==> src/rtl/mem_bank_arbiter_pkg.sv <==
// Shared sizes, address-field helpers and the read-tag record for the
// banked-memory arbiter.
package mem_pkg;

  localparam int AW       = 10;
  localparam int DW       = 8;
  localparam int BANK_W   = 2;
  localparam int ROW_W    = 8;
  localparam int NREQ_MAX = 4;
  localparam int IDX_W    = 2;

  function automatic logic [BANK_W-1:0] bank_of(input logic [AW-1:0] addr);
    return addr[AW-1 -: BANK_W];
  endfunction

  function automatic logic [ROW_W-1:0] row_of(input logic [AW-1:0] addr);
    return addr[ROW_W-1:0];
  endfunction

  typedef struct packed {
    logic             valid;
    logic [IDX_W-1:0] id;
  } rd_tag_t;

endpackage

==> src/rtl/mem_bank_arbiter_rr_pick.sv <==
// Combinational round-robin picker: the first requester at or after ptr
// (wrapping) wins.
module rr_pick
  import mem_pkg::*;
#(
  parameter int NREQ = 4
) (
  input  logic [NREQ-1:0]  req,
  input  logic [IDX_W-1:0] ptr,
  output logic [NREQ-1:0]  grant,
  output logic [IDX_W-1:0] idx,
  output logic             any
);

  int cand;

  always_comb begin
    grant = '0;
    idx   = '0;
    any   = 1'b0;
    cand  = 0;
    for (int k = 0; k < NREQ; k++) begin
      cand = int'(ptr) + k;
      if (cand >= NREQ) cand = cand - NREQ;
      if (!any && req[cand[IDX_W-1:0]]) begin
        any                     = 1'b1;
        grant[cand[IDX_W-1:0]]  = 1'b1;
        idx                     = cand[IDX_W-1:0];
      end
    end
  end

endmodule

==> src/rtl/mem_bank_arbiter.sv <==
// Round-robin arbiter sharing the single port of the banked memory; read
// data is steered back to the requester that issued the read.
module mem_bank_arbiter #(
  parameter int NREQ = 4,
  parameter int AW   = mem_pkg::AW,
  parameter int DW   = mem_pkg::DW
) (
  input  logic             clk,
  input  logic             rst,
  input  logic [NREQ-1:0]    req_valid,
  input  logic [NREQ-1:0]    req_wen,
  input  logic [NREQ*AW-1:0] req_addr,
  input  logic [NREQ*DW-1:0] req_wdata,
  output logic [NREQ-1:0]    req_ready,
  output logic [NREQ-1:0]    rsp_valid,
  output logic [DW-1:0]      rsp_rdata,
  output logic             mem_wen,
  output logic [AW-1:0]    mem_addr,
  output logic [DW-1:0]    mem_wdata,
  input  logic [DW-1:0]    mem_rdata
);
  import mem_pkg::*;

  logic [IDX_W-1:0] rr_ptr;
  logic [NREQ-1:0]  grant;
  logic [IDX_W-1:0] pick_idx;
  logic             pick_any;
  logic             accept;
  rd_tag_t          tag_issue;
  rd_tag_t          tag_data;
  logic [DW-1:0]    rdata_hold;

  rr_pick #(.NREQ(NREQ)) u_pick (
    .req   (req_valid),
    .ptr   (rr_ptr),
    .grant (grant),
    .idx   (pick_idx),
    .any   (pick_any)
  );

  // Grant is suppressed during reset so nothing is accepted while flops are held.
  assign req_ready = rst ? '0 : grant;
  assign accept    = pick_any && !rst;

  always_ff @(posedge clk or posedge rst) begin
    if (rst) begin
      rr_ptr <= '0;
    end else if (accept) begin
      if (pick_idx == IDX_W'(NREQ - 1)) rr_ptr <= '0;
      else                              rr_ptr <= pick_idx + 1'b1;
    end
  end

  always_ff @(posedge clk or posedge rst) begin
    if (rst) begin
      mem_wen   <= 1'b0;
      mem_addr  <= '0;
      mem_wdata <= '0;
    end else begin
      mem_wen <= accept && req_wen[pick_idx];
      if (accept) begin
        mem_addr  <= req_addr[pick_idx*AW +: AW];
        mem_wdata <= req_wdata[pick_idx*DW +: DW];
      end
    end
  end

  // The tag rides with the issue stage, then one more stage to line up
  // with the memory's synchronous read data.
  always_ff @(posedge clk or posedge rst) begin
    if (rst) begin
      tag_issue <= '0;
      tag_data  <= '0;
    end else begin
      tag_issue.valid <= accept && !req_wen[pick_idx];
      tag_issue.id    <= pick_idx;
      tag_data        <= tag_issue;
    end
  end

  always_ff @(posedge clk or posedge rst) begin
    if (rst)                 rdata_hold <= '0;
    else if (tag_data.valid) rdata_hold <= mem_rdata;
  end

  always_comb begin
    rsp_valid = '0;
    if (tag_data.valid) rsp_valid[tag_data.id] = 1'b1;
  end

  assign rsp_rdata = tag_data.valid ? mem_rdata : rdata_hold;

endmodule

==> config.mk <==
export PLATFORM = sky130hd
export DESIGN_NAME = mem_bank_arbiter
export DESIGN_NICKNAME = d
export VERILOG_FILES = /design/src/rtl/mem_bank_arbiter_pkg.sv /design/src/rtl/mem_bank_arbiter_rr_pick.sv /design/src/rtl/mem_bank_arbiter.sv
export SDC_FILE = /design/constraint.sdc
export NUM_CORES = 1
export LEC_CHECK = 0
export ABC_AREA = 1
export CAP_MARGIN = 20
export CORE_MARGIN = 4
export CORE_UTILIZATION = 45
export DETAILED_ROUTE_END_ITERATION = 8
export PLACE_DENSITY = 0.95
export SLEW_MARGIN = 20
export SYNTH_ARGS = -nofsm -noshare
export SYNTH_HDL_FRONTEND = slang
export SYNTH_HIERARCHICAL = 1
export SYNTH_SLANG_ARGS = --single-unit
==> constraint.sdc <==
create_clock -name clk -period 5.5 [get_ports clk]
set_clock_uncertainty 0.15 [all_clocks]
set_input_delay 0.825 -clock clk [delete_from_list [all_inputs] [get_ports clk]]
set_output_delay 0.825 -clock clk [all_outputs]
set_load 0.01 [all_outputs]
==> results of run 1 <==
## critical path, cell delays in order
cell and delay [ps]:
sky130_fd_sc_hd__clkdlybuf4s50_1 450, sky130_fd_sc_hd__inv_1 80, sky130_fd_sc_hd__nand2_1 100, sky130_fd_sc_hd__nand3_4 150
sky130_fd_sc_hd__nand2_4 70, sky130_fd_sc_hd__nor2_1 300, sky130_fd_sc_hd__a21oi_1 130, sky130_fd_sc_hd__nand3_1 100
sky130_fd_sc_hd__inv_1 40, sky130_fd_sc_hd__nor2_1 80, sky130_fd_sc_hd__clkdlybuf4s50_1 540
## placed cells by master (no fill, tap or decap), drive strengths merged
| cell type | instances |
|---|---|
| o31ai | 1 |
| nand2 | 201 |
| nand4 | 7 |
| nor3 | 4 |
| a21oi | 8 |
| clkinvlp | 2 |
| ha | 6 |
| dfrtp | 35 |
| nand3 | 54 |
| inv | 92 |
| clkdlybuf4s50 | 124 |
| nor2 | 7 |
| clkbuf | 5 |
| a21boi | 4 |
| buf | 2 |
| clkinv | 1 |
## per-layer routing
metal | part of all wire, % | vias to the layer above | routed length (um) | GRT usage, %
li1 | - | 1526 | - | -
met1 | 40 | 1305 | 2990 | 24.0
met2 | 50 | 135 | 3700 | 35.8
met3 | 6.0 | 28 | 445 | 3.40
met4 | 3.8 | 0 | 278 | 9.93
met5 | 0 | - | 0 | 0
## cells in the mapped netlist (5+ instances only)
cell type | number | share of area, %
sky130_fd_sc_hd__ha_1 | 6 | 2.8
sky130_fd_sc_hd__nand4_1 | 7 | 1.6
sky130_fd_sc_hd__nand2_1 | 192 | 27
sky130_fd_sc_hd__nand2_2 | 8 | 1.9
sky130_fd_sc_hd__nor2_1 | 6 | 0.85
sky130_fd_sc_hd__a21oi_1 | 8 | 1.5
sky130_fd_sc_hd__dfrtp_1 | 35 | 33
sky130_fd_sc_hd__inv_2 | 6 | 0.85
sky130_fd_sc_hd__nand3_1 | 52 | 9.8
sky130_fd_sc_hd__buf_6 | 5 | 2.1
sky130_fd_sc_hd__inv_1 | 86 | 12
sky130_fd_sc_hd__buf_2 | 10 | 1.9
## report_power, final
part / total (mW) / switching (mW) / internal (mW)
Combinational: 1.82 / 1.11 / 0.709
Clock: 0.178 / 0.0897 / 0.0879
Sequential: 0.474 / 0.0819 / 0.392
Total: 2.47 / 1.28 / 1.19
## cell type report
cell class / count / share of cell area (%)
clock inverter: 3 / 0.503
sequential: 35 / 22.0
timing repair buffer: 126 / 31.6
inverter: 92 / 8.68
tap: 72 / 2.27
multi-input combinational: 292 / 33.2
clock buffer: 5 / 1.73
## through the flow
step / hold slack, ps / utilization, % / total power [mW] / setup WS (ps) / cells
after floorplan: 181 / - / 1.81 / 2750 / 436
after global placement: 182 / 69.3 / 2.22 / 1800 / 617
after detailed placement: 186 / 69.3 / 2.29 / 1680 / 617
after CTS: 204 / 70.9 / 2.49 / 1670 / 625
after global routing: 211 / 70.9 / 2.75 / 1430 / 625
final: 200 / 70.9 / 2.47 / 1650 / 625
## cells by family after synthesis
| kind of cell | synth area share (%) |
|---|---|
| buffers and inverters | 17.5 |
| AND/OR/NAND/NOR | 43.8 |
| adder cells (fa/ha/maj) | 2.82 |
| flip-flops | 32.9 |
| AO/OA/AOI/OAI | 2.91 |
## path summary, 6_finish.rpt
kind / endpoint / cells past startpoint / slack (ps)
max in group asynchronous: mem_wen / 2 / 3790
hold reg to reg: tag_data[0] / 0 / 200
hold / removal: tag_data[0] / 0 / 200
setup reg to reg: mem_addr[1] / 14 / 2200
setup / recovery: req_ready[0] / 11 / 1650
min in group asynchronous: tag_data[0] / 2 / 950
## sequential cells by signal, summed over array words and instances (netlist names)
signal      flops
rdata_hold      8
tag_issue       3
mem_wdata       8
mem_addr       10
tag_data        3
rr_ptr          2
mem_wen         1
==> implementation parameters, run 1 <==
Parameter                              Value

Run status
  Run status    finished, final reports clean

STA
  RSZ-0062 raised after global routing    no
  Fin Setup TNS    0 ps
  Highest attainable clock frequency    260 MHz
  Transition time at the pin with the least slew margin    733 ps
  Rel. slew slack    51.1%
  Hold Fails Final Rpt    0
  Crit share post-route    70.0%
  Clock period minus worst slack    3850 ps
  Number of pins with negative max-slew slack in the final report    0
  Final-report setup violation count    0

Clock network
  Post-CTS Hold Fix Bufs    0
  Worst-skew pair later-pin latency    280 ps
  Master cell of the clock root buffer    sky130_fd_sc_hd__clkbuf_8
  Post-CTS repair timing setup buffer count    0
  Number of clock buffers inserted by TritonCTS    5
  H-Tree Depth    2
  CTS clk-pin slew, worst paths    70 ps
  CTS resizes    0
  Max clock buf depth    2
  TritonCTS clock tree    done
  Sinks on Clock Net    35

Die
  Area of the core    0.00561 mm^2
  IO Pins    125
  Die area    0.00721 mm^2
  Height of the die    84.9 um
  Die Span X    84.9 um
  Core Rows    27
  Starting density of the core    47.5%

Critical path
  Crit-path max FO    7
  Start of the worst register-to-register path    rr_ptr[0]
  CP Launch Type    input pin
  Worst setup path startpoint    req_valid[3]
  Data arrival time at the worst-slack endpoint    2870 ps
  Required time at the endpoint of the critical path    4530 ps
  Critical Path End Type    output pin
  Start-to-end type of the worst setup path    input pin to output pin

Route
  Remaining number of nets flagged by the antenna check after routing    0
  First-pass iteration count of the detailed router    5
  Detailed router's first-iteration violation count    148
  DRC violations left    0
  Post-DR vias/cell    4.79
  DR WL/cell    11.9 um
  Wirelength, routed    7410 um
  Total number of vias    2994

Power and ir drop
  Leakage power figure    2.20 nW
  Power density relative to cell area    622 mW/mm^2
  Maximum vdd ir drop    0.374 mV

Yosys
  Seq/Total Area, Yosys    32.9%
  Ys flop type    sky130_fd_sc_hd__dfrtp_1
  Synthesized net count    532
  Ys async rst share    100%
  Yosys synthesis warning count    6
  Post-synthesis area per instance    6.11 um^2
  Cell Area, Synth    0.00266 mm^2
  Number of flops mapped to enable cells by yosys    0
  Number of library cell types mapped by synthesis    20
  Post-synthesis cell count    436
  Number of synthesized register bits    35

Job
  Count of maximum capacitance violations    0

GRT
  Overflow left after global routing    0
  Vias in the first global route    2806
  Global-route wire length before repair    12200 um
  Antenna violations before repair    0
  Largest net degree at the start of global routing    39
  GRT Util Overall    20.4%

Final layout
  Fraction of layout instances using a drive strength above 1    5.06%
  Fillers    461
  Area of all placed cells without fillers    0.00398 mm^2
  Number of antenna cells inserted    0
  Area growth from synthesis to layout    49.3%
  Area used by multi-input combinational logic    0.00132 mm^2
  Combined flip-flop and latch cell area    876 um^2
  Nets    648

Place
  Weighted congestion at the end of routability-driven global placement    0.987
  Detail Placement HPWL    5890 um
  Buffers on Ports    124
  Placement-stage cell area    0.00389 mm^2

Hold path
  Launch point of the worst hold path    tag_issue[0]
  HP Class    register to register
Note: power is estimated with default switching activity, not from simulation.
==> run 2, diff against run 1 <==
--- a/config.mk
+++ b/config.mk
@@ -8,9 +8,9 @@
 export ABC_AREA = 1
 export CAP_MARGIN = 20
 export CORE_MARGIN = 4
-export CORE_UTILIZATION = 45
+export CORE_UTILIZATION = 42
 export DETAILED_ROUTE_END_ITERATION = 8
-export PLACE_DENSITY = 0.95
+export PLACE_DENSITY = 0.92
 export SLEW_MARGIN = 20
 export SYNTH_ARGS = -nofsm -noshare
 export SYNTH_HDL_FRONTEND = slang
==> constraint.sdc (replaced) <==
create_clock -name clk -period 3.7 [get_ports clk]
set_clock_uncertainty 0.15 [all_clocks]
set_input_delay 0.555 -clock clk [delete_from_list [all_inputs] [get_ports clk]]
set_output_delay 0.555 -clock clk [all_outputs]
set_load 0.01 [all_outputs]
==> run 2 against run 1 <==
Against the previous run: wire length is 0.77% lower; count of clock-buffer cells in the layout up 1; utilization is 4.6 points lower; worst setup slack worse by 1300 ps; largest power group unchanged; critical path type is now register to output pin; die area grew 6.5%; sequential power grew 48%; first-iteration DRC count down 62%; combinational power grew 49%.
==> implementation parameters, run 2 (synthesis results as in run 1) <==
Parameter                              Value

Run status
  Run status    finished, final reports clean

Clock network
  Master cell of the clock root buffer    sky130_fd_sc_hd__clkbuf_8
  Number of clock buffers inserted by TritonCTS    5 (unchanged)
  Post-CTS repair timing setup buffer count    0 (unchanged)
  Worst-skew pair later-pin latency    280 ps (about the same)
  CTS clk-pin slew, worst paths    70 ps (about the same)
  TritonCTS clock tree    done
  Sinks on Clock Net    35 (unchanged)
  H-Tree Depth    2 (unchanged)
  Max clock buf depth    2 (unchanged)

GRT
  GRT Util Overall    19.5% (-0.87 points)
  Antenna violations before repair    0 (unchanged)
  Global-route wire length before repair    12200 um (-0.51%)
  Vias in the first global route    2872 (+2.4%)
  Largest net degree at the start of global routing    39 (unchanged)
  Overflow left after global routing    0 (unchanged)

Die
  Core Rows    28 (+3.7%)
  Starting density of the core    44.2% (-3.3 points)
  Height of the die    87.6 um (+3.2%)
  Die Span X    87.6 um (+3.2%)
  Area of the core    0.00603 mm^2 (+7.5%)
  Die area    0.00768 mm^2 (+6.5%)
  IO Pins    125 (unchanged)

Critical path
  Start of the worst register-to-register path    rr_ptr[0]
  Worst Reg-to-Reg Cells    12 (-2)
  Required time at the endpoint of the critical path    2990 ps (-1540 ps)
  Crit-path max FO    10 (+3)
  Start-to-end type of the worst setup path    register to output pin
  Capture point of the worst reg-to-reg path    rr_ptr[1]
  Critical Path End Type    output pin
  Data arrival time at the worst-slack endpoint    2640 ps (-230 ps)
  Reg2reg setup slack    680 ps (-1520 ps)
  CP Launch Type    register

Final layout
  Register ranked first by flip-flop count    mem_addr
  Leading registers by flop count    mem_addr (10), mem_wdata (8), rdata_hold (8)
  Nets    650 (+0.31%)
  Area growth from synthesis to layout    50.1%
  Max reg flops    10 (unchanged)
  Leading cell types in the layout, fill and taps excluded    sky130_fd_sc_hd__nand2_1 (192), sky130_fd_sc_hd__clkdlybuf4s50_1 (124), sky130_fd_sc_hd__inv_1 (86), sky130_fd_sc_hd__nand3_1 (52), sky130_fd_sc_hd__dfrtp_1 (33)
  Fraction of layout instances using a drive strength above 1    5.77% (+0.70 points)
  Non-filler cells in the finished layout    630 (+0.80%)
  Leading cell type in the layout, fill and taps excluded    sky130_fd_sc_hd__nand2_1
  Number of antenna cells inserted    0 (unchanged)
  Area of all placed cells without fillers    0.00400 mm^2 (+0.50%)

Place
  Placement-stage cell area    0.00391 mm^2 (+0.48%)
  Weighted congestion at the end of routability-driven global placement    0.926 (-6.3%)
  Placed Instances    622 (+0.81%)
  Buffers on Ports    124 (unchanged)
  Detail Placement HPWL    5960 um (+1.3%)

Route
  Detailed router's first-iteration violation count    56 (-62%)
  Remaining number of nets flagged by the antenna check after routing    0 (unchanged)
  DRC violations left    0 (unchanged)
  Total number of vias    2979 (-0.50%)
  First-pass iteration count of the detailed router    5 (unchanged)
  Post-DR vias/cell    4.73 (-1.3%)
  Wirelength, routed    7350 um (-0.77%)
  DR WL/cell    11.7 um (-1.6%)

STA
  RSZ-0062 raised after global routing    no
  Hold Fails Final Rpt    0 (unchanged)
  Fin Setup TNS    0 ps (unchanged)
  Clock period minus worst slack    3350 ps
  Crit share post-route    90.4%
  Transition time at the pin with the least slew margin    582 ps (-151 ps)
  Final-report setup violation count    0 (unchanged)
  Highest attainable clock frequency    299 MHz
  Number of pins with negative max-slew slack in the final report    0 (unchanged)
  Rel. slew slack    61.2% (+10 points)

Hold path
  Launch point of the worst hold path    tag_issue[1]
  End of the worst hold path    tag_data[1]
  HP Class    register to register
  Worst Hold Path Cells    0 (unchanged)

Power and ir drop
  Power density relative to cell area    922 mW/mm^2 (+48%)
  Power consumption    3.68 mW (+49%)
  Leakage power figure    2.20 nW (+0.38%)
  Maximum vdd ir drop    0.566 mV (+51%)

Job
  Count of maximum capacitance violations    0 (unchanged)
-- run 2: repair_timing --
action                                  in CTS  in global routing
resized for setup                            0                  3
hold buffers                                 0                  0
endpoints found under the setup margin       0                  4
-- run 2: stage by stage --
step                util [%]  hold WS, ps  setup WS [ps]
CTS                     66.2          201            151
finish                  66.3          199            355
detailed placement      64.8          186            397
global placement        64.8          182            538
global route            66.3          211            125
floorplan                  -          181           1200
-- run 2: worst max-delay path by stage --
stage / from / to / slack [ps] / depth (start not counted)
finish: rr_ptr[0] / req_ready[2] / 350 / 11
global route: rr_ptr[1] / req_ready[1] / 120 / 11
floorplan: rr_ptr[0] / mem_addr[2] / 1200 / 15
CTS: rr_ptr[0] / req_ready[2] / 150 / 11
detailed placement: req_valid[3] / req_ready[2] / 400 / 11
global placement: req_valid[3] / req_ready[1] / 540 / 11
-- run 2: worst max-delay path, cell delays in order, from the launching register on --
cell,delay [ps]
sky130_fd_sc_hd__dfrtp_2,470
sky130_fd_sc_hd__inv_2,130
sky130_fd_sc_hd__ha_1,380
sky130_fd_sc_hd__inv_1,100
sky130_fd_sc_hd__nand3_1,90
sky130_fd_sc_hd__nand2_1,60
sky130_fd_sc_hd__nor2_2,240
sky130_fd_sc_hd__a21oi_1,130
sky130_fd_sc_hd__nand3_1,110
sky130_fd_sc_hd__inv_1,40
sky130_fd_sc_hd__nor2_1,70
sky130_fd_sc_hd__clkdlybuf4s50_1,540
-- run 2: power by group --
group	switching, mW	internal (mW)	leakage (nW)
registers	0.118	0.585	0.429
logic	1.66	1.06	1.73
clock network	0.127	0.131	0.0412
total	1.91	1.78	2.20
-- run 2: area by class of cell --
| type | instances | area (um^2) |
|---|---|---|
| multi-input combinational | 292 | 1320 |
| clock buffer | 6 | 72.6 |
| clock inverter | 2 | 12.5 |
| inverter | 92 | 345 |
| sequential | 35 | 878 |
| fill | 535 | 2030 |
| tap | 75 | 93.8 |
| timing repair buffer | 128 | 1270 |
-- run 2: routing by layer --
metal | vias up | global-route usage, % | wire length [um]
li1 | 1531 | - | -
met1 | 1318 | 22.1 | 2960
met2 | 110 | 36.0 | 3730
met3 | 20 | 3.20 | 426
met4 | 0 | 8.23 | 228
met5 | - | 0 | 0
==> run 3, diff against run 2 <==
--- a/config.mk
+++ b/config.mk
@@ -5,10 +5,11 @@
 export SDC_FILE = /design/constraint.sdc
 export NUM_CORES = 1
 export LEC_CHECK = 0
-export ABC_AREA = 1
+export ABC_AREA = 0
+export ABC_CLOCK_PERIOD_IN_PS = 3700
 export CAP_MARGIN = 20
 export CORE_MARGIN = 4
-export CORE_UTILIZATION = 42
+export CORE_UTILIZATION = 39
 export DETAILED_ROUTE_END_ITERATION = 8
 export PLACE_DENSITY = 0.92
 export SLEW_MARGIN = 20
==> run 3 against run 2 <==
Against the previous run: global-route usage shrank 0.77 points; clock power shrank 6%; largest power group unchanged; highest routed layer unchanged; largest cell class is now buffers; final cell count shrank 44%; count of clock-buffer cells in the layout is the same; worst hold slack is essentially flat; sequential share of layout area grew 2.2 points; critical path depth shrank 4.
==> implementation parameters, run 3 <==
Parameter                              Value

Critical path
  CP Launch Type    input pin
  Data arrival time at the worst-slack endpoint    2860 ps (+220 ps)
  Required time at the endpoint of the critical path    2990 ps (about the same)
  Worst setup endpoint    req_ready[1]
  Reg2reg setup slack    470 ps (-210 ps)
  Cell depth of the worst setup path    7 (-4)
  Critical path buffers and inverters    2 (-2)
  Critical Path Slowest Stage Cell    sky130_fd_sc_hd__clkdlybuf4s50_1
  Critical Path End Type    output pin
  Most common cell on crit path    sky130_fd_sc_hd__clkdlybuf4s50_1
  Worst stage delay on the critical path    550 ps (about the same)
  Worst setup path startpoint    req_valid[3]
  Capture point of the worst reg-to-reg path    mem_wdata[4]
  Start of the worst register-to-register path    rr_ptr[0]
  Worst Reg-to-Reg Cells    10 (-2)
  Kind of cell adding the most delay to the critical path    buffers and inverters
  Crit-path max FO    6 (-4)
  Start-to-end type of the worst setup path    input pin to output pin
  Cells along the critical path    clkdlybuf4s50_1 -> mux4_2 -> nor4b_4 -> a22oi_1 -> o21ai_0 -> nor2b_1 -> clkdlybuf4s50_1

Yosys
  Cell Area, Synth    0.00219 mm^2 (-18%)
  Most common cell in the netlist    sky130_fd_sc_hd__dfrtp_1
  Number of flops mapped to enable cells by yosys    0 (unchanged)
  Seq/Total Area, Yosys    40.0% (+7.1 points)
  Yosys synthesis warning count    6 (unchanged)
  Post-synthesis area per instance    14.7 um^2 (+140%)
  Number of library cell types mapped by synthesis    30 (+50%)
  Top cells by area in the synthesized netlist    sky130_fd_sc_hd__dfrtp_1 (40%), sky130_fd_sc_hd__mux4_2 (21%), sky130_fd_sc_hd__mux2_2 (14%)
  Commonest cells in the synthesized netlist    sky130_fd_sc_hd__dfrtp_1 (35), sky130_fd_sc_hd__mux2_2 (27), sky130_fd_sc_hd__mux4_2 (20)
  Ys flop type    sky130_fd_sc_hd__dfrtp_1
  Synthesized net count    245 (-54%)
  Post-synthesis cell count    149 (-66%)
  Ys async rst share    100% (unchanged)
  Number of synthesized register bits    35 (unchanged)
  Top-area cell type share of the netlist area    40.0% (+7.1 points)
  Post-synth top area cell    sky130_fd_sc_hd__dfrtp_1

Power and ir drop
  Power density relative to cell area    865 mW/mm^2 (-6.2%)
  Power consumption    3.14 mW (-15%)
  Register share of total power    22.2% (+3.1 points)
  Maximum vdd ir drop    0.467 mV (-17%)
  Portion of total power attributed to combinational logic    70.1% (-3.8 points)
  Fraction of power spent switching nets    35.7% (-16 points)
  Sw power    1.12 mW (-41%)
  Share of power burned in the clock network    7.8% (+0.8 points)
  Design internal power    2.02 mW (+14%)
  Leakage power figure    1.47 nW (-33%)

Route
  Detailed router's first-iteration violation count    74 (+32%)
  Wirelength, routed    6250 um (-15%)
  DRC violations left    0 (unchanged)
  Total number of vias    1852 (-38%)
  DR WL/cell    17.9 um (+53%)
  First-pass iteration count of the detailed router    5 (unchanged)
  Post-DR vias/cell    5.29 (+12%)
  Remaining number of nets flagged by the antenna check after routing    0 (unchanged)

STA
  Clock period minus worst slack    3570 ps (+223 ps)
  Number of pins with negative max-slew slack in the final report    0 (unchanged)
  Final-report setup violation count    0 (unchanged)
  Hold Fails Final Rpt    0 (unchanged)
  Crit share post-route    96.4% (+6.0 points)
  Least setup slack across all paths after layout    132 ps (-223 ps)
  RSZ-0062 raised after global routing    no
  Highest attainable clock frequency    280 MHz (-6.2%)
  Fin Setup TNS    0 ps (unchanged)
  Transition time at the pin with the least slew margin    656 ps (+74.0 ps)
  Rel. slew slack    56.2% (-5.0 points)

Final layout
  Number of antenna cells inserted    0 (unchanged)
  Post-route core utilization    66.3% (about the same)
  Nets    375 (-42%)
  Register ranked first by flip-flop count    mem_addr
  Leading cell type in the layout, fill and taps excluded    sky130_fd_sc_hd__clkdlybuf4s50_1
  Area growth from synthesis to layout    65.6%
  Leading cell types in the layout, fill and taps excluded    sky130_fd_sc_hd__clkdlybuf4s50_1 (121), sky130_fd_sc_hd__dfrtp_1 (34), sky130_fd_sc_hd__mux2_2 (27), sky130_fd_sc_hd__mux4_2 (21)
  Max reg flops    10 (unchanged)
  Leading registers by flop count    mem_addr (10), mem_wdata (8), rdata_hold (8)
  Fillers    395 (-26%)
  Fraction of layout instances using a drive strength above 1    24.8% (+19 points)

Hold path
  Worst Hold Path Cells    0 (unchanged)
  HP Class    register to register

Job
  Count of maximum capacitance violations    0 (unchanged)

Run status
  Run status    finished, final reports clean

GRT
  GRT busiest layer    met2
  GRT Util Overall    18.8% (-0.77 points)
  Global routing met2 resource utilization    33.7% (-2.2 points)
  Largest net degree at the start of global routing    36 (-7.7%)
  Global-route wire length before repair    10100 um (-17%)
  Vias in the first global route    1901 (-34%)
  Overflow left after global routing    0 (unchanged)
  GR met1 Demand/Resource    20.6% (-1.6 points)
  Antenna violations before repair    0 (unchanged)
  Met3 Resource Use GR    6.05% (+2.9 points)

Clock network
  Max clock buf depth    2 (unchanged)
  H-Tree Depth    2 (unchanged)
  Number of clock buffers inserted by TritonCTS    5 (unchanged)
  Worst-skew pair later-pin latency    280 ps (about the same)
  Master cell of the clock root buffer    sky130_fd_sc_hd__clkbuf_8
  Post-CTS Hold Fix Bufs    0 (unchanged)
  TritonCTS clock tree    done
  CTS clk-pin slew, worst paths    60 ps (about the same)
  Sinks on Clock Net    35 (unchanged)

Die
  Die area    0.00688 mm^2 (-10%)
  Die Span X    83.0 um (-5.3%)
  Starting density of the core    40.1% (-4.1 points)
  Core Rows    27 (-3.6%)
  IO Pins    125 (unchanged)
  Height of the die    83.0 um (-5.3%)
  Area of the core    0.00547 mm^2 (-9.2%)

Place
  Detail Placement HPWL    4890 um (-18%)
  Weighted congestion at the end of routability-driven global placement    0.889 (-4.0%)
  Buffers on Ports    124 (unchanged)
  Place WS    30.9 ps (-367 ps)
run 3: cell types whose count changed after synthesis, moves of 4 or more:
cell,delta
sky130_fd_sc_hd__a22oi_1,+8
sky130_fd_sc_hd__mux2_2,+27
sky130_fd_sc_hd__nand2_1,-191
sky130_fd_sc_hd__mux4_2,+20
sky130_fd_sc_hd__o21ai_0,+5
sky130_fd_sc_hd__nand3_1,-52
sky130_fd_sc_hd__buf_2,-6
sky130_fd_sc_hd__nand4_1,-7
sky130_fd_sc_hd__inv_1,-82
sky130_fd_sc_hd__nand2_2,-8
sky130_fd_sc_hd__a21oi_1,-8
sky130_fd_sc_hd__inv_2,-6
sky130_fd_sc_hd__a21boi_0,-4
sky130_fd_sc_hd__nor2b_1,+7
run 3: timing repair:
action | CTS | global route
gates resized for setup | 0 | 5
buffers inserted | 0 | 2
endpoints found under the setup margin | 0 | 4
run 3: cell families after synthesis:
logic type,count (synthesis),synth area share [%]
mux,54,40.3
simple gates,23,6.91
compound gates,17,5.42
buf+inv,14,3.99
fa+ha+maj,6,3.42
flops,35,40.0
run 3: cell type report:
class | count | area, um^2 | area share, %
Timing Repair Buffer | 133 | 1330 | 36.6
Multi-Input combinational cell | 100 | 1250 | 34.3
Inverter | 4 | 15.0 | 0.414
Sequential cell | 35 | 877 | 24.2
Clock buffer | 6 | 72.6 | 2.00
Tap cell | 72 | 90.1 | 2.48
run 3: worst min path at each step:
| stage | from | end | slack, ps |
|---|---|---|---|
| 3_3_place_gp | tag_issue[0] | tag_data[0] | 180 |
| 2_1_floorplan | tag_issue[0] | tag_data[0] | 180 |
| 6_report | tag_issue[0] | tag_data[0] | 200 |
| 3_5_place_dp | tag_issue[2] | tag_data[2] | 180 |
| 4_1_cts | tag_issue[0] | tag_data[0] | 200 |
| 5_1_grt | tag_issue[0] | tag_data[0] | 210 |
run 3: power groups by stage:
stage,Combinational [mW],Sequential [mW],Clock (mW)
6_report,2.20,0.695,0.243
4_1_cts,2.21,0.698,0.252
3_5_place_dp,2.19,0.700,0
3_3_place_gp,2.14,0.688,0
2_1_floorplan,1.40,0.730,0
5_1_grt,2.36,0.722,0.271
run 3: routing by layer:
metal / wire length [um] / up-vias
li1: - / 840
met1: 2310 / 921
met2: 3370 / 78
met3: 427 / 13
met4: 144 / 0
met5: 0 / -
run 3: stage by stage:
stage               instances  area, um^2  hold WS (ps)
detailed placement        342        3530           185
floorplan                 149        2190           181
CTS                       348        3600           200
global route              350        3630           210
global placement          342        3530           182
finish                    350        3630           199
